<file path="src/rtl/fpga_cfg_loader_if.sv">
// Host-side configuration stream and readback bus of the bitstream loader.
interface fpga_cfg_loader_if #(
    parameter int DATA_WIDTH = 8
);
    logic [DATA_WIDTH-1:0] cfg_data;
    logic                  cfg_valid;
    logic                  cfg_ready;
    logic [DATA_WIDTH-1:0] rd_data;
    logic                  rd_valid;

    // Host side: supplies config words, receives readback words
    modport master (
        output cfg_data,
        output cfg_valid,
        input  cfg_ready,
        input  rd_data,
        input  rd_valid
    );

    // Loader side
    modport slave (
        input  cfg_data,
        input  cfg_valid,
        output cfg_ready,
        output rd_data,
        output rd_valid
    );
endinterface

</file>
<file path="src/rtl/fpga_cfg_loader.sv">
// Word-stream bitstream loader: shifts host words LSB first into the CLB scan
// chain and then the connection scan chain, repacking the bits that fall out
// of the chain tails into readback words.
module fpga_cfg_loader #(
    parameter int DATA_WIDTH     = 8,
    parameter int CLB_CHAIN_LEN  = 20,
    parameter int CONN_CHAIN_LEN = 44,
    parameter int CNT_WIDTH      = 16
) (
    input  logic               clk,
    input  logic               rst_n,
    input  logic               start,
    input  logic               abort,
    fpga_cfg_loader_if.slave   host,
    output logic               clb_scan_in,
    output logic               clb_scan_en,
    input  logic               clb_scan_out,
    output logic               conn_scan_in,
    output logic               conn_scan_en,
    input  logic               conn_scan_out,
    output logic               scan_shift,
    output logic               busy,
    output logic               done
);
    localparam int SW = $clog2(DATA_WIDTH + 1);
    localparam int IW = (DATA_WIDTH > 1) ? $clog2(DATA_WIDTH) : 1;
    localparam logic [CNT_WIDTH-1:0] CLB_LEN  = CNT_WIDTH'(CLB_CHAIN_LEN);
    localparam logic [CNT_WIDTH-1:0] CONN_LEN = CNT_WIDTH'(CONN_CHAIN_LEN);
    localparam logic [CNT_WIDTH-1:0] DW_CNT   = CNT_WIDTH'(DATA_WIDTH);

    typedef enum logic [1:0] {IDLE, LOAD_CLB, LOAD_CONN, DONE} state_t;

    state_t                state_reg;
    logic [DATA_WIDTH-1:0] buf_reg;       // word being shifted out, LSB next
    logic [DATA_WIDTH-1:0] rb_reg;        // readback bits collected so far
    logic [DATA_WIDTH-1:0] rd_data_reg;
    logic [SW-1:0]         burst_reg;     // shifts left in the current word
    logic [IW-1:0]         rb_idx_reg;    // bit position of the next readback bit
    logic [CNT_WIDTH-1:0]  bit_cnt_reg;   // bits already shifted into the active chain
    logic                  cfg_ready_reg;
    logic                  rd_valid_reg;
    logic                  busy_reg;
    logic                  done_reg;
    logic                  clb_en_reg;
    logic                  conn_en_reg;

    logic [CNT_WIDTH-1:0]  chain_len;
    logic [CNT_WIDTH-1:0]  remaining;
    logic [CNT_WIDTH-1:0]  word_bits;
    logic                  tail_bit;
    logic [DATA_WIDTH-1:0] rb_next;
    logic                  shifting;
    logic                  last_shift;
    logic                  chain_end;

    // Active-chain bookkeeping: word size to shift and end-of-word/end-of-chain flags
    always_comb begin
        chain_len  = (state_reg == LOAD_CONN) ? CONN_LEN : CLB_LEN;
        remaining  = chain_len - bit_cnt_reg;
        word_bits  = (remaining < DW_CNT) ? remaining : DW_CNT;
        tail_bit   = (state_reg == LOAD_CONN) ? conn_scan_out : clb_scan_out;
        rb_next    = rb_reg;
        rb_next[rb_idx_reg] = tail_bit;
        shifting   = clb_en_reg | conn_en_reg;
        last_shift = shifting && (burst_reg == SW'(1));
        chain_end  = (bit_cnt_reg + CNT_WIDTH'(1)) == chain_len;
    end

    // Load sequencer: handshake, per-bit shifting, readback packing and chain switching
    always_ff @(posedge clk or negedge rst_n) begin
        if (!rst_n) begin
            state_reg     <= IDLE;
            buf_reg       <= '0;
            rb_reg        <= '0;
            rd_data_reg   <= '0;
            burst_reg     <= '0;
            rb_idx_reg    <= '0;
            bit_cnt_reg   <= '0;
            cfg_ready_reg <= 1'b0;
            rd_valid_reg  <= 1'b0;
            busy_reg      <= 1'b0;
            done_reg      <= 1'b0;
            clb_en_reg    <= 1'b0;
            conn_en_reg   <= 1'b0;
        end else begin
            rd_valid_reg <= 1'b0;
            if (abort) begin
                // A partially collected readback word is simply never published
                state_reg     <= IDLE;
                cfg_ready_reg <= 1'b0;
                busy_reg      <= 1'b0;
                done_reg      <= 1'b0;
                clb_en_reg    <= 1'b0;
                conn_en_reg   <= 1'b0;
                burst_reg     <= '0;
            end else begin
                case (state_reg)
                    IDLE, DONE: begin
                        if (start) begin
                            state_reg     <= LOAD_CLB;
                            done_reg      <= 1'b0;
                            busy_reg      <= 1'b1;
                            cfg_ready_reg <= 1'b1;
                            bit_cnt_reg   <= '0;
                            burst_reg     <= '0;
                            rb_idx_reg    <= '0;
                        end
                    end
                    default: begin
                        if (cfg_ready_reg && host.cfg_valid) begin
                            buf_reg       <= host.cfg_data;
                            burst_reg     <= SW'(word_bits);
                            rb_reg        <= '0;
                            rb_idx_reg    <= '0;
                            cfg_ready_reg <= 1'b0;
                            clb_en_reg    <= (state_reg == LOAD_CLB);
                            conn_en_reg   <= (state_reg == LOAD_CONN);
                        end else if (shifting) begin
                            buf_reg     <= buf_reg >> 1;
                            burst_reg   <= burst_reg - SW'(1);
                            bit_cnt_reg <= bit_cnt_reg + CNT_WIDTH'(1);
                            rb_reg      <= rb_next;
                            rb_idx_reg  <= rb_idx_reg + IW'(1);
                            if (last_shift) begin
                                clb_en_reg   <= 1'b0;
                                conn_en_reg  <= 1'b0;
                                rd_data_reg  <= rb_next;
                                rd_valid_reg <= 1'b1;
                                if (chain_end) begin
                                    // Next chain starts on a fresh word
                                    bit_cnt_reg <= '0;
                                    if (state_reg == LOAD_CLB) begin
                                        state_reg     <= LOAD_CONN;
                                        cfg_ready_reg <= 1'b1;
                                    end else begin
                                        state_reg <= DONE;
                                        busy_reg  <= 1'b0;
                                        done_reg  <= 1'b1;
                                    end
                                end else begin
                                    cfg_ready_reg <= 1'b1;
                                end
                            end
                        end
                    end
                endcase
            end
        end
    end

    assign host.cfg_ready = cfg_ready_reg;
    assign host.rd_data   = rd_data_reg;
    assign host.rd_valid  = rd_valid_reg;
    assign busy           = busy_reg;
    assign done           = done_reg;
    assign scan_shift     = shifting;
    assign clb_scan_en    = clb_en_reg;
    assign conn_scan_en   = conn_en_reg;
    // The idle chain always sees a 0 on its input
    assign clb_scan_in    = clb_en_reg & buf_reg[0];
    assign conn_scan_in   = conn_en_reg & buf_reg[0];
endmodule

</file>
<file path="src/flat_wrapper.sv">
// flat-port wrapper written by rule: the top's interface ports become plain ports
module fpga_cfg_loader_flat 
#(
    parameter int DATA_WIDTH     = 8,
    parameter int CLB_CHAIN_LEN  = 20,
    parameter int CONN_CHAIN_LEN = 44,
    parameter int CNT_WIDTH      = 16
)
  (clk, rst_n, start, abort, clb_scan_in, clb_scan_en, clb_scan_out, conn_scan_in, conn_scan_en, conn_scan_out, scan_shift, busy, done, host_cfg_data, host_cfg_valid, host_cfg_ready, host_rd_data, host_rd_valid);
  fpga_cfg_loader_if #(.DATA_WIDTH(DATA_WIDTH)) host_i ();
  input  logic clk;
  input  logic rst_n;
  input  logic start;
  input  logic abort;
  output logic clb_scan_in;
  output logic clb_scan_en;
  input  logic clb_scan_out;
  output logic conn_scan_in;
  output logic conn_scan_en;
  input  logic conn_scan_out;
  output logic scan_shift;
  output logic busy;
  output logic done;
  input wire logic [$bits(host_i.cfg_data)-1:0] host_cfg_data;
  input wire logic [$bits(host_i.cfg_valid)-1:0] host_cfg_valid;
  output wire logic [$bits(host_i.cfg_ready)-1:0] host_cfg_ready;
  output wire logic [$bits(host_i.rd_data)-1:0] host_rd_data;
  output wire logic [$bits(host_i.rd_valid)-1:0] host_rd_valid;
  assign host_i.cfg_data = host_cfg_data;
  assign host_i.cfg_valid = host_cfg_valid;
  assign host_cfg_ready = host_i.cfg_ready;
  assign host_rd_data = host_i.rd_data;
  assign host_rd_valid = host_i.rd_valid;
  fpga_cfg_loader #(.DATA_WIDTH(DATA_WIDTH), .CLB_CHAIN_LEN(CLB_CHAIN_LEN), .CONN_CHAIN_LEN(CONN_CHAIN_LEN), .CNT_WIDTH(CNT_WIDTH)) u_core (.clk(clk), .rst_n(rst_n), .start(start), .abort(abort), .host(host_i), .clb_scan_in(clb_scan_in), .clb_scan_en(clb_scan_en), .clb_scan_out(clb_scan_out), .conn_scan_in(conn_scan_in), .conn_scan_en(conn_scan_en), .conn_scan_out(conn_scan_out), .scan_shift(scan_shift), .busy(busy), .done(done));
endmodule
</file>
<file path="config.mk">
export PLATFORM = sky130hd
export DESIGN_NAME = fpga_cfg_loader_flat
export DESIGN_NICKNAME = d
export VERILOG_FILES = /design/src/rtl/fpga_cfg_loader_if.sv /design/src/rtl/fpga_cfg_loader.sv /design/src/flat_wrapper.sv
export SDC_FILE = /design/constraint.sdc
export NUM_CORES = 1
export LEC_CHECK = 0
export CAP_MARGIN = 15
export CORE_MARGIN = 8
export CORE_UTILIZATION = 40
export DETAILED_ROUTE_END_ITERATION = 8
export PLACE_DENSITY = 0.72
export SETUP_SLACK_MARGIN = 0.3
export SLEW_MARGIN = 20
export SYNTH_ARGS = -nofsm -noshare
export SYNTH_HDL_FRONTEND = slang
export SYNTH_SLANG_ARGS = --single-unit
</file>
<file path="constraint.sdc">
create_clock -name clk -period 2.7 [get_ports clk]
set_input_delay 0.405 -clock clk [delete_from_list [all_inputs] [get_ports clk]]
set_output_delay 0.405 -clock clk [all_outputs]
set_load 0.03 [all_outputs]
</file>
==> results of run 1 <==
worst max-delay path: cells and delay by family (launching register included):
family | cells | cell delay (ps)
and+or+nand+nor | 3 | 1140
AOI/OAI and AO/OA | 3 | 460
DFF | 1 | 410
buffers and inverters | 3 | 390
muxes | 1 | 190
cells in the final DEF, fill, tap and decap left out, types with 5 or more instances in the layout:
master	netlist	layout
and2_1	7	7
nor3_2	2	5
a31oi_1	10	8
o21ai_0	37	27
nand2_1	52	50
clkbuf_8	0	5
a21oi_1	11	7
a21o_1	5	5
nor3_1	23	16
nand3_1	14	12
nor2_1	39	37
a22o_1	11	11
inv_1	15	11
mux2i_1	9	8
o21ai_1	2	10
ha_1	9	5
dfrtp_1	55	51
buf_4	0	69
clkdlybuf4s50_1	0	30
and3_1	6	5
final cells by class:
class / count / area [sq um]
Clock buffer: 6 / 72.6
Clock inverter: 2 / 12.5
Fill cell: 748 / 3770
Inverter: 15 / 56.3
Multi-Input combinational cell: 323 / 2320
Sequential cell: 55 / 1380
Tap cell: 108 / 135
Timing Repair Buffer: 105 / 888
routing by layer:
metal / part of all wire (%) / wire, um / track usage, % / vias up
met5: 0 / 0 / 0 / -
met4: 1.7 / 176 / 5.40 / 0
met3: 4.6 / 466 / 2.21 / 26
met2: 49 / 4990 / 27.7 / 109
met1: 44 / 4480 / 22.0 / 1687
li1: - / - / - / 1692
kinds of logic (layout without fill, tap and decap cells):
kind of cell,Yosys count,after routing,share of synthesized area (%)
compound gates,114,114,22.3
xor+xnor,9,9,2.23
fa+ha+maj,9,9,3.18
buf+inv,39,128,4.56
flops,55,55,38.9
mux,11,11,3.18
simple gates,180,180,25.6
final timing paths:
path,start,endpoint,slack (ps),cells past startpoint
max,u_core.bit_cnt_reg[1]$_DFFE_PN0P_,u_core.bit_cnt_reg[6]$_DFFE_PN0P_,-30,10
min,rst_n,u_core.host.rd_data[7]$_DFFE_PN0P_,40,1
max reg2reg,u_core.bit_cnt_reg[1]$_DFFE_PN0P_,u_core.bit_cnt_reg[6]$_DFFE_PN0P_,-30,10
min reg2reg,u_core.host.rd_data[6]$_DFFE_PN0P_,u_core.host.rd_data[6]$_DFFE_PN0P_,490,2
max in group asynchronous,rst_n,u_core.bit_cnt_reg[3]$_DFFE_PN0P_,1980,2
min in group clk,u_core.host.rd_data[6]$_DFFE_PN0P_,u_core.host.rd_data[6]$_DFFE_PN0P_,490,2
through the flow:
step | cells | setup slack, ps
4_1_cts | 607 | 51.1
3_5_place_dp | 586 | -77.1
2_1_floorplan | 417 | 155
5_1_grt | 614 | -100
6_report | 614 | -26.5
3_3_place_gp | 586 | -22.2
power by group through the flow:
stage / Sequential, W / Combinational, W / Clock [W]
2_1_floorplan: 0.000942 / 0.000139 / 0
3_3_place_gp: 0.000939 / 0.000226 / 0
3_5_place_dp: 0.000943 / 0.000236 / 0
4_1_cts: 0.000927 / 0.000243 / 0.000464
5_1_grt: 0.000938 / 0.000276 / 0.000500
6_report: 0.000928 / 0.000248 / 0.000454
what timing repair did:
action,4_1_cts,5_1_grt
setup endpoints to repair,22,23
gates resized for setup,38,27
setup buffers,13,7
pin swaps,18,18
==> impl_metrics.env, run 1 <==
export IMPL_status="finished, violations left"
export IMPL_failed_checks="negative setup slack"
export IMPL_drt_antenna_violating_nets=0
export IMPL_per_cell_via_count_in_the_routed_design=5.72
export IMPL_first_global_vias=3416
export IMPL_postLayoutSetupSlackWorst_ps=-26.5
export IMPL_maximum_clock_insertion_buffer_count=2
export IMPL_synthMostInstantiatedCell="dfrtp_1"
export IMPL_gpl_final_weighted_congestion=0.902
export IMPL_cts_htree_levels=2
export IMPL_achievable_frequency_mhz=367
export IMPL_grt_pass1_wl_um=16400
export IMPL_cts_buffers=5
export IMPL_grt_max_degree=23
export IMPL_final_hold_viol_count=0
export IMPL_die_area_sq_um=12100
export IMPL_drt_pre_antenna_iters=5
export IMPL_largest_register_ffs=16
export IMPL_maximum_fanout_along_the_worst_path=7
export IMPL_grt_setup_unrepaired="yes"
export IMPL_grt_usage_pct=16.7
export IMPL_post_layout_total_power_w=0.00163
export IMPL_fin_nets=529
export IMPL_syn_num_nets=441
export IMPL_min_period_ps=2730
export IMPL_dr_total_vias=3514
export IMPL_finalSetupViolations=2
export IMPL_synthDominantCellAreaShare_pct=38.9
export IMPL_grt_overflow_total=0
export IMPL_dp_hpwl_um=7170
export IMPL_setup_worst_path_end_class="flop"
export IMPL_drc_errors=0
export IMPL_seq_power_share_pct=57.0
export IMPL_clkLatencyLatePin_ps=310
export IMPL_wl_um=10100
export IMPL_critPathKind="reg2reg"
export IMPL_drive_above_1_share_pct=28.1
export IMPL_timing_hold_worst_class="in2async"
export IMPL_slowest_stage="or4_4"
export IMPL_number_of_antenna_cells_inserted=0
export IMPL_slew_viol_final=0
export IMPL_power_density_cell_area_nw_per_um2=335
export IMPL_critical_path_arrival_ps=2900
export IMPL_p_sw_share_pct=27.8
export IMPL_slowest_delay_ps=510
export IMPL_num_rows=34
export IMPL_chipHeight_um=110
export IMPL_dpl_instance_area_sq_um=4360
export IMPL_antenna_found_initial=0
export IMPL_timing_hold_ws_ps=43.1
export IMPL_asyncSetResetFlopFracSynth_pct=100
export IMPL_clock_sinks=55
export IMPL_worst_slew_pin_transition_ps=567
export IMPL_setup_tns_ps=-31.1
export IMPL_drt_initial_drc_count=226
export IMPL_post_route_cell_area_sq_um=4860
export IMPL_p_int_w=0.00118
export IMPL_area_growth_pct=37.5
export IMPL_ys_flop_type="dfrtp_1"
export IMPL_placement_io_buffers=31
export IMPL_initial_core_util_pct=40.9
export IMPL_vdd_ir_drop_max_v=0.000307
export IMPL_routed_wire_length_per_instance_um=16.5
export IMPL_tritoncts="done"
export IMPL_leakagePower_nw=2.07
export IMPL_crit_top_cell="or4_4"
export IMPL_synth_distinct_cells=66
export IMPL_chipWidth_um=110
export IMPL_synth_edff_count=0
export IMPL_num_io_pins=32
export IMPL_worstSetupStartpointType="flop"
export IMPL_worstPathCellList="buf_4 -> buf_6 -> nand4_1 -> or4_4 -> mux2i_4 -> a21oi_2 -> or4_4 -> o21ai_4 -> buf_12 -> o311ai_0"
export IMPL_pwr_share_comb_pct=15.2
export IMPL_synth_top_cells_by_area="dfrtp_1, nand2_1, o21ai_0"
export IMPL_number_of_buffers_added_to_fix_hold_violations_after_cts=0
export IMPL_synthDominantAreaCellType="dfrtp_1"
export IMPL_finClkSkew_ps=12.4
export IMPL_yosys_register_bits=55
export IMPL_synthesis_instances=417
export IMPL_clkPwrFrac_pct=27.8
export IMPL_crit_required_ps=2870
export IMPL_synth_seq_area_share_pct=38.9
export IMPL_worst_slew_margin_rel_pct=62.1
export IMPL_final_period_utilization_pct=101
export IMPL_cts_root_buf="clkbuf_8"
export IMPL_yosys_warning_total=0
export IMPL_syn_mean_instance_area_sq_um=8.48
export IMPL_core_area_sq_um=8640
export IMPL_final_util_pct=56.3
export IMPL_synth_area_sq_um=3540
export IMPL_synth_top_cells_by_count="dfrtp_1, nand2_1, nor2_1"
export IMPL_clk_transition_reported_paths_ps=100
export IMPL_maxCapViolCount=0
export IMPL_switching_power_w=0.000453
Note: power is estimated with default switching activity, not from simulation.
==> inputs of run 2 (changes only) <==
GPL_ROUTABILITY_DRIVEN = 0   (was not set)
==> run 2 against run 1 <==
  * Sequential cell count stayed put
  * Setup slack worse by 34 ps
  * Final cell count is 0.33% higher
  * Sequential power hardly changed
  * The flow still finishes with violations (negative setup slack)
  * Utilization is 0.36 points lower
==> impl_metrics.env, run 2 (same netlist as run 1, synthesis figures left out) <==
export IMPL_rr_worst_depth=11
export IMPL_chipHeight_um=110
export IMPL_cts_buffers=5
export IMPL_wl_um=10600
export IMPL_area_growth_pct=36.7
export IMPL_grt_max_degree=31
export IMPL_post_layout_nonfiller_instances=616
export IMPL_multi_input_area_sq_um=2260
export IMPL_achievable_frequency_mhz=362
export IMPL_clock_sinks=55
export IMPL_layout_filler_cells=761
export IMPL_setup_tns_ps=-150
export IMPL_reg_to_reg_endpoint="u_core.bit_cnt_reg[2]$_DFFE_PN0P_"
export IMPL_worst_slew_pin_transition_ps=616
export IMPL_drc_errors=0
export IMPL_power_density_cell_area_nw_per_um2=349
export IMPL_drive_above_1_share_pct=26.6
export IMPL_grt_usage_pct=17.2
export IMPL_dr_total_vias=3618
export IMPL_drt_initial_drc_count=308
export IMPL_per_cell_via_count_in_the_routed_design=5.87
export IMPL_worstSetupStartpointType="flop"
export IMPL_r2r_start="u_core.state_reg[1]$_DFFE_PN0P_"
export IMPL_maximum_clock_insertion_buffer_count=2
export IMPL_initial_core_util_pct=40.9
export IMPL_num_rows=34
export IMPL_clk_transition_reported_paths_ps=110
export IMPL_clkLatencyLatePin_ps=320
export IMPL_finClkSkew_ps=10.1
export IMPL_mostFrequentLayoutCell="buf_4"
export IMPL_core_area_sq_um=8640
export IMPL_setup_reg_to_reg_worst_slack_ps=-60
export IMPL_crit_required_ps=2920
export IMPL_timing_hold_worst_class="in2async"
export IMPL_chipWidth_um=110
export IMPL_min_period_ps=2760
export IMPL_grt_setup_unrepaired="yes"
export IMPL_worst_slew_margin_rel_pct=58.9
export IMPL_timing_hold_ws_ps=77.4
export IMPL_postLayoutSetupSlackWorst_ps=-60.7
export IMPL_worst_setup_path_startpoint="u_core.state_reg[1]$_DFFE_PN0P_"
export IMPL_post_layout_total_power_w=0.00169
export IMPL_cts_root_buf="clkbuf_8"
export IMPL_maximum_fanout_along_the_worst_path=8
export IMPL_drt_antenna_violating_nets=0
export IMPL_status="finished, violations left"
export IMPL_maxCapViolCount=0
export IMPL_antenna_found_initial=0
export IMPL_failed_checks="negative setup slack"
export IMPL_finalSetupViolations=3
export IMPL_leakagePower_nw=2.08
export IMPL_num_io_pins=32
export IMPL_largest_register_ffs=16
export IMPL_number_of_buffers_added_to_fix_hold_violations_after_cts=0
export IMPL_die_area_sq_um=12100
export IMPL_most_common_layout_cells="buf_4, dfrtp_1, nand2_1"
export IMPL_vdd_ir_drop_max_v=0.000350
export IMPL_drt_pre_antenna_iters=5
export IMPL_final_period_utilization_pct=102
export IMPL_fin_nets=531
export IMPL_placement_io_buffers=31
export IMPL_slew_viol_final=0
export IMPL_place_worst_setup_slack_ps=-140
export IMPL_setup_worst_path_end_class="flop"
export IMPL_final_hold_viol_count=0
export IMPL_routed_wire_length_per_instance_um=17.3
export IMPL_critical_path_arrival_ps=2980
export IMPL_first_global_vias=3446
export IMPL_ff_latch_area_sq_um=1380
export IMPL_cts_htree_levels=2
export IMPL_critPathKind="reg2reg"
export IMPL_numPlacedInstances=589
export IMPL_grt_overflow_total=0
export IMPL_number_of_antenna_cells_inserted=0
export IMPL_grt_pass1_wl_um=16900
export IMPL_tritoncts="done"
export IMPL_dp_hpwl_um=7230
run 2: where the power goes:
part	internal [W]	switching, W	leakage [nW]
combinational	0.000107	0.000142	1.30
clock	0.000193	0.000317	0.0467
sequential	0.000889	0.0000378	0.740
total	0.00119	0.000497	2.08
run 2: how the worst max path moves through the flow:
stage	slack, ps	depth (start not counted)	endpoint
after global routing	-170	11	u_core.bit_cnt_reg[2]$_DFFE_PN0P_
after floorplan	160	10	u_core.burst_reg[3]$_DFFE_PN0P_
final	-60	11	u_core.bit_cnt_reg[2]$_DFFE_PN0P_
after global placement	30	12	u_core.burst_reg[3]$_DFFE_PN0P_
after CTS	40	9	u_core.bit_cnt_reg[2]$_DFFE_PN0P_
after detailed placement	-140	11	u_core.burst_reg[1]$_DFFE_PN0P_
run 2: stage by stage:
| step | instance area, sq um | utilization [%] |
|---|---|---|
| final | 4830 | 56.0 |
| after detailed placement | 4400 | 50.9 |
| after global routing | 4830 | 56.0 |
| after global placement | 4400 | 50.9 |
| after floorplan | 3620 | - |
| after CTS | 4630 | 53.6 |
run 2: critical path, stage by stage, from the launching register on:
cell and delay (ps):
dfrtp_1 440, ha_1 250, buf_4 160, nand2b_1 90, nand3_1 150, nor3_2 250
nand4_1 140, or4_4 530, o21ai_4 200, buf_12 150, o21ai_2 60, a22o_1 230
run 2: metal layers:
layer  track usage (%)  part of all wire [%]
met3              3.26                   5.7
met5                 0                     0
met2              28.3                    49
met1              21.8                    42
met4              7.04                   3.4
run 2: timing repair:
| action | 4_1_cts | 5_1_grt |
|---|---|---|
| endpoints found under the setup margin | 22 | 33 |
| pin swaps | 8 | 11 |
| buffers inserted | 6 | 13 |
| resized for setup | 18 | 27 |
run 2: layout make-up:
| class | instances | area share, % |
|---|---|---|
| Multi-Input combinational cell | 323 | 46.7 |
| Sequential cell | 55 | 28.6 |
| Timing Repair Buffer | 107 | 18.8 |
| Tap cell | 108 | 2.80 |
| Clock buffer | 5 | 1.42 |
| Inverter | 15 | 1.17 |
| Clock inverter | 3 | 0.570 |
